<file path="config.mk">
export PLATFORM = sky130hd
export DESIGN_NAME = coin_acceptor
export DESIGN_NICKNAME = d
export VERILOG_FILES = /design/src/rtl/coin_pkg.sv /design/src/rtl/change_gen.sv /design/src/rtl/coin_acceptor.sv
export SDC_FILE = /design/constraint.sdc
export NUM_CORES = 1
export LEC_CHECK = 0
export CAP_MARGIN = 20
export CORE_MARGIN = 3
export CORE_UTILIZATION = 43
export CTS_CLUSTER_DIAMETER = 100
export DETAILED_ROUTE_END_ITERATION = 6
export DONT_BUFFER_PORTS = 1
export GPL_ROUTABILITY_DRIVEN = 0
export GPL_TIMING_DRIVEN = 0
export PLACE_DENSITY = 0.64
export SYNTH_ARGS = -nofsm -noshare
export SYNTH_HDL_FRONTEND = slang
export SYNTH_SLANG_ARGS = --single-unit
</file>
<file path="constraint.sdc">
create_clock -name clk -period 6.2 [get_ports clk]
set_clock_uncertainty 0.05 [all_clocks]
set_input_delay 1.24 -clock clk [delete_from_list [all_inputs] [get_ports clk]]
set_output_delay 1.24 -clock clk [all_outputs]
set_load 0.02 [all_outputs]
</file>
<file path="src/rtl/coin_pkg.sv">
// Shared types and constants for the coin acceptor: coin encoding, coin values
// and the controller state enum.
package coin_pkg;

  typedef enum logic [1:0] {
    COIN_NICKEL  = 2'b00,
    COIN_DIME    = 2'b01,
    COIN_QUARTER = 2'b10,
    COIN_SLUG    = 2'b11
  } coin_type_e;

  localparam logic [7:0] NICKEL_VALUE   = 8'd5;
  localparam logic [7:0] DIME_VALUE     = 8'd10;
  localparam logic [7:0] TWO_DIME_VALUE = 8'd20;
  localparam logic [7:0] QUARTER_VALUE  = 8'd25;

  typedef enum logic [1:0] {
    IDLE    = 2'b00,
    COLLECT = 2'b01,
    VEND    = 2'b10,
    CHANGE  = 2'b11
  } state_e;

  // A slug is worth nothing; callers reject it before the value matters.
  function automatic logic [7:0] coin_value(input coin_type_e kind);
    case (kind)
      COIN_NICKEL:  return NICKEL_VALUE;
      COIN_DIME:    return DIME_VALUE;
      COIN_QUARTER: return QUARTER_VALUE;
      default:      return 8'd0;
    endcase
  endfunction

endpackage

</file>
<file path="src/rtl/change_gen.sv">
// Greedy change sequencer: loads the credit to refund and emits one dispenser
// pulse every other cycle (20, then 10, then 5) until nothing is left.
module change_gen
  import coin_pkg::*;
(
  input  logic       clk,
  input  logic       rst_n,
  input  logic       load,
  input  logic       run,
  input  logic [7:0] load_credit,
  output logic       nickel_out,
  output logic       dime_out,
  output logic       two_dime_out,
  output logic [7:0] remaining,
  output logic       done
);

  logic [7:0] remaining_reg;
  logic       pulse_phase_reg;
  logic       nickel_reg;
  logic       dime_reg;
  logic       two_dime_reg;

  logic [7:0] src_credit;
  logic [7:0] step_value;
  logic       give_two_dime;
  logic       give_dime;
  logic       give_nickel;

  // The first pulse is computed from load_credit so it appears on the very
  // first cycle the controller spends in CHANGE.
  always_comb begin
    src_credit    = load ? load_credit : remaining_reg;
    give_two_dime = 1'b0;
    give_dime     = 1'b0;
    give_nickel   = 1'b0;
    step_value    = 8'd0;
    if (src_credit >= TWO_DIME_VALUE) begin
      give_two_dime = 1'b1;
      step_value    = TWO_DIME_VALUE;
    end else if (src_credit >= DIME_VALUE) begin
      give_dime  = 1'b1;
      step_value = DIME_VALUE;
    end else if (src_credit >= NICKEL_VALUE) begin
      give_nickel = 1'b1;
      step_value  = NICKEL_VALUE;
    end
  end

  always_ff @(posedge clk) begin
    if (!rst_n) begin
      remaining_reg   <= 8'd0;
      pulse_phase_reg <= 1'b0;
      nickel_reg      <= 1'b0;
      dime_reg        <= 1'b0;
      two_dime_reg    <= 1'b0;
    end else if (load || (run && !pulse_phase_reg && remaining_reg != 8'd0)) begin
      remaining_reg   <= src_credit - step_value;
      pulse_phase_reg <= 1'b1;
      nickel_reg      <= give_nickel;
      dime_reg        <= give_dime;
      two_dime_reg    <= give_two_dime;
    end else begin
      pulse_phase_reg <= 1'b0;
      nickel_reg      <= 1'b0;
      dime_reg        <= 1'b0;
      two_dime_reg    <= 1'b0;
    end
  end

  assign nickel_out   = nickel_reg;
  assign dime_out     = dime_reg;
  assign two_dime_out = two_dime_reg;
  assign remaining    = remaining_reg;
  // Done while the pulse that emptied the credit is on the wire.
  assign done         = pulse_phase_reg && (remaining_reg == 8'd0);

endmodule

</file>
<file path="src/rtl/coin_acceptor.sv">
// Vending coin acceptor: accumulates credit, vends at PRICE, refunds change
// through change_gen and keeps saturating nickel/dime stock counts.
module coin_acceptor
  import coin_pkg::*;
#(
  parameter logic [7:0] PRICE      = 8'd65,
  parameter logic [7:0] CREDIT_MAX = 8'd250
) (
  input  logic       clk,
  input  logic       rst_n,
  input  logic       coin_valid,
  input  logic [1:0] coin_type,
  input  logic       vend_req,
  input  logic       coin_return,
  output logic       coin_accept,
  output logic       coin_reject,
  output logic [7:0] credit,
  output logic       vend_go,
  output logic       nickel_out,
  output logic       dime_out,
  output logic       two_dime_out,
  output logic       busy,
  output logic [7:0] nickel_stock,
  output logic [7:0] dime_stock
);

  state_e     state_reg;
  logic [7:0] credit_reg;
  logic [7:0] nickel_stock_reg;
  logic [7:0] dime_stock_reg;
  logic       accept_reg;
  logic       reject_reg;
  logic       vend_go_reg;
  logic       busy_reg;

  coin_type_e coin_kind;
  logic [7:0] coin_val;
  logic [8:0] coin_sum;
  logic       coin_ok;
  logic       take_return;
  logic       take_vend;
  logic       take_coin;
  logic       chg_load;
  logic       chg_done;
  logic [7:0] chg_remaining;

  // Priority: refund beats vend beats coin; a coin that loses is rejected.
  always_comb begin
    coin_kind   = coin_type_e'(coin_type);
    coin_val    = coin_value(coin_kind);
    coin_sum    = {1'b0, credit_reg} + {1'b0, coin_val};
    coin_ok     = (coin_kind != COIN_SLUG) && (coin_sum <= {1'b0, CREDIT_MAX});
    take_return = (state_reg == COLLECT) && coin_return && (credit_reg != 8'd0);
    take_vend   = (state_reg == COLLECT) && !take_return && vend_req &&
                  (credit_reg >= PRICE);
    take_coin   = ((state_reg == IDLE) || (state_reg == COLLECT)) && coin_valid &&
                  coin_ok && !take_return && !take_vend;
    chg_load    = take_return || ((state_reg == VEND) && (credit_reg != 8'd0));
  end

  always_ff @(posedge clk) begin
    if (!rst_n) begin
      state_reg        <= IDLE;
      credit_reg       <= 8'd0;
      nickel_stock_reg <= 8'd0;
      dime_stock_reg   <= 8'd0;
      accept_reg       <= 1'b0;
      reject_reg       <= 1'b0;
      vend_go_reg      <= 1'b0;
      busy_reg         <= 1'b0;
    end else begin
      accept_reg  <= take_coin;
      reject_reg  <= coin_valid && !take_coin;
      vend_go_reg <= 1'b0;

      if (take_coin && coin_kind == COIN_NICKEL && nickel_stock_reg != 8'hFF)
        nickel_stock_reg <= nickel_stock_reg + 8'd1;
      if (take_coin && coin_kind == COIN_DIME && dime_stock_reg != 8'hFF)
        dime_stock_reg <= dime_stock_reg + 8'd1;

      case (state_reg)
        IDLE, COLLECT: begin
          if (take_return) begin
            // Remaining credit now lives in change_gen until it is paid out.
            state_reg  <= CHANGE;
            busy_reg   <= 1'b1;
            credit_reg <= 8'd0;
          end else if (take_vend) begin
            state_reg   <= VEND;
            busy_reg    <= 1'b1;
            vend_go_reg <= 1'b1;
            credit_reg  <= credit_reg - PRICE;
          end else if (take_coin) begin
            state_reg  <= COLLECT;
            credit_reg <= coin_sum[7:0];
          end
        end
        VEND: begin
          if (credit_reg != 8'd0) begin
            state_reg  <= CHANGE;
            busy_reg   <= 1'b1;
            credit_reg <= 8'd0;
          end else begin
            state_reg <= IDLE;
            busy_reg  <= 1'b0;
          end
        end
        CHANGE: begin
          if (chg_done) begin
            state_reg <= IDLE;
            busy_reg  <= 1'b0;
          end
        end
        default: begin
          state_reg <= IDLE;
          busy_reg  <= 1'b0;
        end
      endcase
    end
  end

  change_gen u_change_gen (
    .clk          (clk),
    .rst_n        (rst_n),
    .load         (chg_load),
    .run          (state_reg == CHANGE),
    .load_credit  (credit_reg),
    .nickel_out   (nickel_out),
    .dime_out     (dime_out),
    .two_dime_out (two_dime_out),
    .remaining    (chg_remaining),
    .done         (chg_done)
  );

  assign credit       = (state_reg == CHANGE) ? chg_remaining : credit_reg;
  assign coin_accept  = accept_reg;
  assign coin_reject  = reject_reg;
  assign vend_go      = vend_go_reg;
  assign busy         = busy_reg;
  assign nickel_stock = nickel_stock_reg;
  assign dime_stock   = dime_stock_reg;

endmodule

</file>
==> results by group, run 1 <==
Clocking
  • Worst-path clk slew: 0.09 ns
  • CTS tree: yes
  • Clock Tree Root: clkbuf_8
  • Post-CTS Setup Bufs: 0
  • Total CTS buffers: 5
  • Clock Latency Late Sink: 0.30 ns
  • # resized after CTS: 0
  • Clock Path Buffers: 2
  • Sink Count: 42
  • Hold Buf Count CTS: 0
  • H-tree depth: 2

Synthesis
  • Post-synthesis cell area: 0.00301 sq mm
  • Distinct cells, synth: 56
  • Syn Nets: 399
  • Seq cells post-synth: 42
  • Most used DFF post-synth: dfxtp_1
  • Async set-reset flop share out of synthesis: 0
  • Post-Syn Area per Cell: 8.09 sq um
  • Sequential share of the synthesized area: 0.280
  • Post-Synthesis Cells: roughly 370
  • Post-synth EDFFs: 0
  • Yosys warnings: 0

Final layout
  • Fill count: 671
  • Reg area: 841 sq um
  • Finished Layout Cells: 473
  • Multi-input logic area: between 0.002 and 0.0025 sq mm
  • Layout cells sized above 1: 0.0895
  • N_diodes: 0
  • NumNets Final: 406
  • P&R area growth vs syn: 7.03%

STA
  • FMAX: 0.200 GHz
  • Tcrit/Tclk final: 0.807
  • Final Hold Vio Count: 0
  • Max Slew Vio Count: 0
  • Setup violators final: 0
  • Relative slew slack: 0.503
  • Actual slew at the worst max-slew pin: 0.742 ns
  • Unrepaired setup endpoints after global routing: false
  • Setup tns final: 0 ns
  • Minimum clock period: 5.00 ns

Global route
  • GRT Total Usage: 0.195
  • Global route total overflow: 0
  • Vias in the first global route: 2565
  • Largest net degree at the start of global routing: 14
  • First-pass GRT wire length: 12400 microns
  • Initial antenna violation count: 0

Power and ir drop
  • P_leak: 1.22 nW
  • Worst vdd ir: 0.352 mV
  • PD cells: 435 mW/mm^2

Run
  • Maxcap violations: 0

Drt
  • Routed length on met2: 3300 microns
  • Drt via density: between 5 and 6
  • Average wire per standard cell: 15.9 microns
  • Residual DRC count: 0
  • DR iter-0 viols: 169
  • Drt pass-1 iters: 4
  • Vias: 2754
  • Met3 routed wirelength: approximately 430 microns
  • Post-route ant nets: 0
  • DR top layer: met4
  • Drt total wl: 7530 microns
  • M1 wire length: 3750 microns

Critical path
  • Most used cell, CP: a21oi_1
  • Crit path cell chain: inv_1, ha_1, or4b_4, buf_6, a2bb2oi_1, clkbuf_1, mux2_2, a21oi_1, or4b_2, inv_1, ha_1, inv_1, fa_1, a21oi_1, a21oi_1, o21ai_0, o2111ai_1, a21oi_1
  • Crit Path Max Fanout: 10
  • Slowest stage cell, crit path: or4b_2
  • Crit path buf inv count: 5
  • Critical path's top delay family: compound AO/OA/AOI/OAI gates
  • Kind of critical path: reg2reg
  • Worst Setup End Kind: register
  • Required time of the critical path: 6.37 ns
  • Setup crit start kind: register
  • Crit path DAT: 5.18 ns
  • CP max stage delay: 0.66 ns

Floorplan
  • Cell Rows: 29
  • Die X: around 90 microns
  • Die area: 0.00803 sq mm
  • CORE AREA: 0.00657 sq mm
  • I/O pins: 38
  • Initial Utilization: 0.458
  • Die H: about 90 microns

Placed design
  • Hpwl dp: 5700 microns
  • Placed Cells: 465
  • IO buf count: 0

Run status
  • Outcome: completed

Min path
  • HP Class: reg2reg
## power by group
part / leakage [nW] / internal [mW] / switching, mW / total, mW
Clock: 0.0472 / 0.0898 / 0.106 / 0.196
Sequential: 0.341 / 0.312 / 0.0636 / 0.376
Combinational: 0.836 / 0.354 / 0.473 / 0.827
## final cells by class
cell class | instances | share of cell area
inverters | 16 | 0.0187
well taps | 93 | 0.0361
multi-input cells | 295 | 0.627
flip-flops and latches | 42 | 0.261
plain buffers | 19 | 0.0276
clock inverters | 2 | 0.00389
clock buffers | 6 | 0.0257
## worst paths after layout
path                                                start                        end  slack, ns  cells after the start
worst max-delay path                        credit_reg[1]  u_change_gen.remaining[6]       1.20                     18
worst min-delay path            u_change_gen.remaining[7]  u_change_gen.remaining[7]       0.49                      2
worst max register to register              credit_reg[1]  u_change_gen.remaining[6]       1.20                     18
worst min register to register  u_change_gen.remaining[7]  u_change_gen.remaining[7]       0.49                      2
## worst reg2reg max path, delay by kind of cell, from the launching register on
family | cells | cell delay (ns)
fa+ha+maj | 3 | 0.80
flops | 1 | 0.51
buf+inv | 5 | 0.83
mux | 1 | 0.26
simple gates | 2 | 0.87
compound gates | 7 | 1.63
## stage by stage
| stage | power, mW | area, sq um | worst slack [ns] | util | hold slack [ns] |
|---|---|---|---|---|---|
| finish | 1.40 | 3220 | 1.20 | 0.490 | 0.491 |
| CTS | 1.40 | 3220 | 1.23 | 0.490 | 0.486 |
| floorplan | 1.03 | 3010 | 1.63 | - | 0.436 |
| detailed placement | 1.20 | 3120 | 1.11 | 0.476 | 0.476 |
| global route | 1.53 | 3220 | 0.913 | 0.490 | 0.545 |
| global placement | 1.19 | 3120 | 1.21 | 0.476 | 0.459 |
## per-layer routing
layer | vias to the layer above | GRT usage
met4 | 0 | 0.0406
li1 | 1378 | -
met1 | 1314 | 0.273
met2 | 58 | 0.311
met3 | 4 | 0.0374
met5 | - | 0
## cells in the mapped netlist, drive strengths merged (3+ instances only)
cell type | n | area (sq um)
o21a | 4 | 30.0
o211ai | 7 | 52.6
inv | 16 | 60.1
and3 | 4 | 25.0
a211oi | 7 | 52.6
or3 | 13 | 81.3
nand2b | 5 | 31.3
ha | 18 | 225
a21o | 5 | 37.5
or4b | 3 | 33.8
and2 | 3 | 18.8
mux2 | 14 | 158
nor2 | 27 | 101
dfxtp | 42 | 841
mux2i | 7 | 70.1
o21ai | 27 | 139
o31ai | 8 | 73.8
xor2 | 6 | 52.6
clkbuf | 15 | 56.3
o21bai | 3 | 22.5
nor3 | 9 | 50.1
nand3 | 23 | 115
buf | 4 | 32.5
nand2 | 32 | 120
or4 | 5 | 41.3
nor2b | 3 | 18.8
a21oi | 25 | 125
xnor2 | 8 | 70.1
## cells by family after synthesis
kind of cell / Yosys count / share of synthesized area
xor gates and xnor gates: 14 / 0.0408
adders and majority gates: 20 / 0.0882
DFF: 42 / 0.280
buffers and inverters: 35 / 0.0495
and+or+nand+nor: 134 / 0.230
AOI/OAI and AO/OA: 106 / 0.236
muxes: 21 / 0.0757
## cells in the final DEF, fill, tap and decap left out, types with 4 or more instances in the layout
| master | count |
|---|---|
| clkbuf_8 | 6 |
| nand3_1 | 23 |
| nand2_1 | 32 |
| xnor2_1 | 8 |
| or3_1 | 13 |
| ha_1 | 18 |
| nand2b_1 | 5 |
| o211ai_1 | 7 |
| o21a_1 | 4 |
| or4_1 | 4 |
| o21ai_0 | 25 |
| dfxtp_1 | 42 |
| nor2_1 | 27 |
| inv_1 | 16 |
| a211oi_1 | 7 |
| a21o_1 | 5 |
| and3_1 | 4 |
| nor3_1 | 8 |
| clkbuf_1 | 15 |
| a21oi_1 | 25 |
| o31ai_1 | 7 |
| mux2_2 | 14 |
| mux2i_1 | 7 |
| xor2_1 | 6 |
No activity file was read; power rests on OpenSTA's default activity.
==> run 2, diff against run 1 <==
clock period = 4.65 ns   (was 6.2 ns; I/O delays follow)
==> run 2 against run 1 <==
  * Flip-flop and latch count stayed put
  * Die area stayed put
  * Critical path depth is 3 lower
  * Sequential power is 34% higher
  * Global-route usage is 0.17 points higher
  * Design area is 0.74% higher
  * Non-clock buffer count stayed put
  * Sequential share of layout area is 0.15 points lower
  * Clock power is 32% higher
  * Critical endpoint is now u_change_gen.remaining[5]
  * Largest cell class unchanged
  * Largest power group unchanged
==> results by group, run 2 (same netlist as run 1, synthesis figures left out) <==
Floorplan
  • Die area: 0.00803 sq mm
  • I/O pins: 38
  • Initial Utilization: 0.458
  • CORE AREA: approximately 0.0066 sq mm
  • Cell Rows: 29
  • Die H: 89.6 microns
  • Die X: 89.6 microns

Critical path
  • Crit path cell chain: inv_1, ha_1, or4b_4, buf_6, a2bb2oi_4, buf_2, mux2_2, a21oi_1, or4b_2, and2_1, ha_1, a21o_1, a311o_1, or3_1, nand3_1
  • Crit path buf inv count: 3
  • Crit path DAT: around 4.7 ns
  • Reg2Reg Setup Slack: 0.19 ns
  • Critical path's top delay family: simple AND/OR/NAND/NOR gates
  • Setup crit start kind: register
  • Required time of the critical path: 4.84 ns
  • Most used cell, CP: ha_1
  • Crit Path Max Fanout: 10
  • Slowest stage cell, crit path: or4b_2
  • RR Endpoint: u_change_gen.remaining[5]
  • Reg-to-reg critical path startpoint: credit_reg[0]
  • Worst Setup End Kind: register
  • Kind of critical path: reg2reg
  • R2r worst-path depth: 15
  • CP max stage delay: 0.66 ns
  • Cell depth of the worst setup path: 15

Clocking
  • CTS tree: yes
  • Worst-path clk slew: 0.09 ns
  • Clock Latency Late Sink: 0.30 ns
  • Clock Path Buffers: 2
  • Total CTS buffers: 5
  • Sink Count: 42
  • H-tree depth: 2
  • Hold Buf Count CTS: 0
  • Clock Tree Root: clkbuf_8

STA
  • Tcrit/Tclk final: 0.958
  • Relative slew slack: 0.525
  • Setup tns final: 0 ns
  • FMAX: around 0.22 GHz
  • Unrepaired setup endpoints after global routing: false
  • Final Hold Vio Count: 0
  • Minimum clock period: 4.46 ns
  • Setup violators final: 0
  • Actual slew at the worst max-slew pin: 0.712 ns
  • Max Slew Vio Count: 0

Power and ir drop
  • P_leak: 1.23 nW
  • Worst vdd ir: 0.476 mV
  • PD cells: 585 mW/mm^2

Min path
  • HP Class: reg2reg
  • Min-Delay Endpoint: u_change_gen.remaining[7]
  • Hold Crit Start: u_change_gen.remaining[7]
  • Worst Hold Depth: 2

Drt
  • Drt via density: 5.79
  • Vias: 2740
  • Average wire per standard cell: 16.0 microns
  • Drt pass-1 iters: 5
  • Drt total wl: 7580 microns
  • DR iter-0 viols: 159
  • Residual DRC count: 0
  • Post-route ant nets: 0

Global route
  • Global route total overflow: 0
  • Largest net degree at the start of global routing: 14
  • Vias in the first global route: 2590
  • Initial antenna violation count: 0
  • First-pass GRT wire length: ~13000 microns
  • GRT Total Usage: 0.196

Placed design
  • Placed inst area: ~0.0031 sq mm
  • Hpwl dp: ~5700 microns
  • IO buf count: 0

Final layout
  • P&R area growth vs syn: 7.82%
  • N_diodes: 0
  • Design area: 0.00324 sq mm
  • NumNets Final: about 410
  • Layout cells sized above 1: 0.100
  • Most common cell after layout, fill and taps aside: dfxtp_1
  • Commonest non-fill, non-tap cells in the layout: 41 x dfxtp_1, 32 x nand2_1, 27 x nor2_1

Run status
  • Outcome: completed

Run
  • Maxcap violations: 0
==> run 2: cell types whose count changed in the layout (fill, tap and decap cells not counted) <==
cell,previous run,this run
mux2i_1,7,6
buf_2,2,3
a2bb2oi_1,1,0
dfxtp_2,0,1
dfxtp_1,42,41
o21ai_1,1,2
mux2i_2,0,1
o21ai_0,25,24
a2bb2oi_4,0,1
clkbuf_1,15,14
==> run 2: final cells by class <==
cell class / count / area (sq um)
plain buffers: 19 / 90.1
clock buffers: 6 / 82.6
clock inverters: 2 / 12.5
fillers: 669 / 3320
inverters: 16 / 60.1
multi-input cells: 295 / 2040
flip-flops and latches: 42 / 842
well taps: 93 / 116
==> run 2: layer usage <==
metal  GRT usage  vias up  share of wire
li1            -     1377              -
met1       0.274     1281           0.49
met2       0.313       77           0.44
met3      0.0383        5          0.062
met4      0.0447        0         0.0079
met5           0        -              0
==> run 2: how the worst max path moves through the flow <==
stage | from | slack [ns] | to
2_1_floorplan | credit_reg[1] | 0.35 | u_change_gen.remaining[5]
3_3_place_gp | credit_reg[1] | -0.18 | u_change_gen.remaining[5]
3_5_place_dp | credit_reg[1] | -0.29 | u_change_gen.remaining[6]
4_1_cts | credit_reg[1] | 0.04 | u_change_gen.remaining[6]
5_1_grt | credit_reg[0] | 0.02 | u_change_gen.remaining[5]
6_report | credit_reg[0] | 0.19 | u_change_gen.remaining[5]
==> run 2: timing repair <==
action / 4_1_cts / 5_1_grt
setup endpoints to repair: 4 / 4
resized for setup: 2 / 5
setup buffers: 0 / 0
==> run 2: through the flow <==
| stage | hold slack (ns) | setup WS, ns | total power, mW | util | std cells |
|---|---|---|---|---|---|
| 5_1_grt | 0.545 | 0.0161 | 2.07 | 0.494 | 473 |
| 3_5_place_dp | 0.476 | -0.293 | 1.60 | 0.476 | 465 |
| 4_1_cts | 0.486 | 0.0412 | 1.87 | 0.491 | 473 |
| 6_report | 0.482 | 0.193 | 1.90 | 0.494 | 473 |
| 3_3_place_gp | 0.459 | -0.180 | 1.58 | 0.476 | 465 |
| 2_1_floorplan | 0.436 | 0.352 | 1.38 | - | 372 |
==> run 2: power by group <==
group | leakage [nW] | internal (mW) | total (mW) | switching (mW)
Clock | 0.0472 | 0.120 | 0.259 | 0.139
Combinational | 0.844 | 0.489 | 1.14 | 0.646
Sequential | 0.341 | 0.417 | 0.503 | 0.0855
Total | 1.23 | 1.03 | 1.90 | 0.871
==> run 2: tightest hold or removal path, cell delays in order, from the launching register on <==
cell      delay, ns
dfxtp_1        0.34
nand2_1        0.06
a311oi_1       0.08
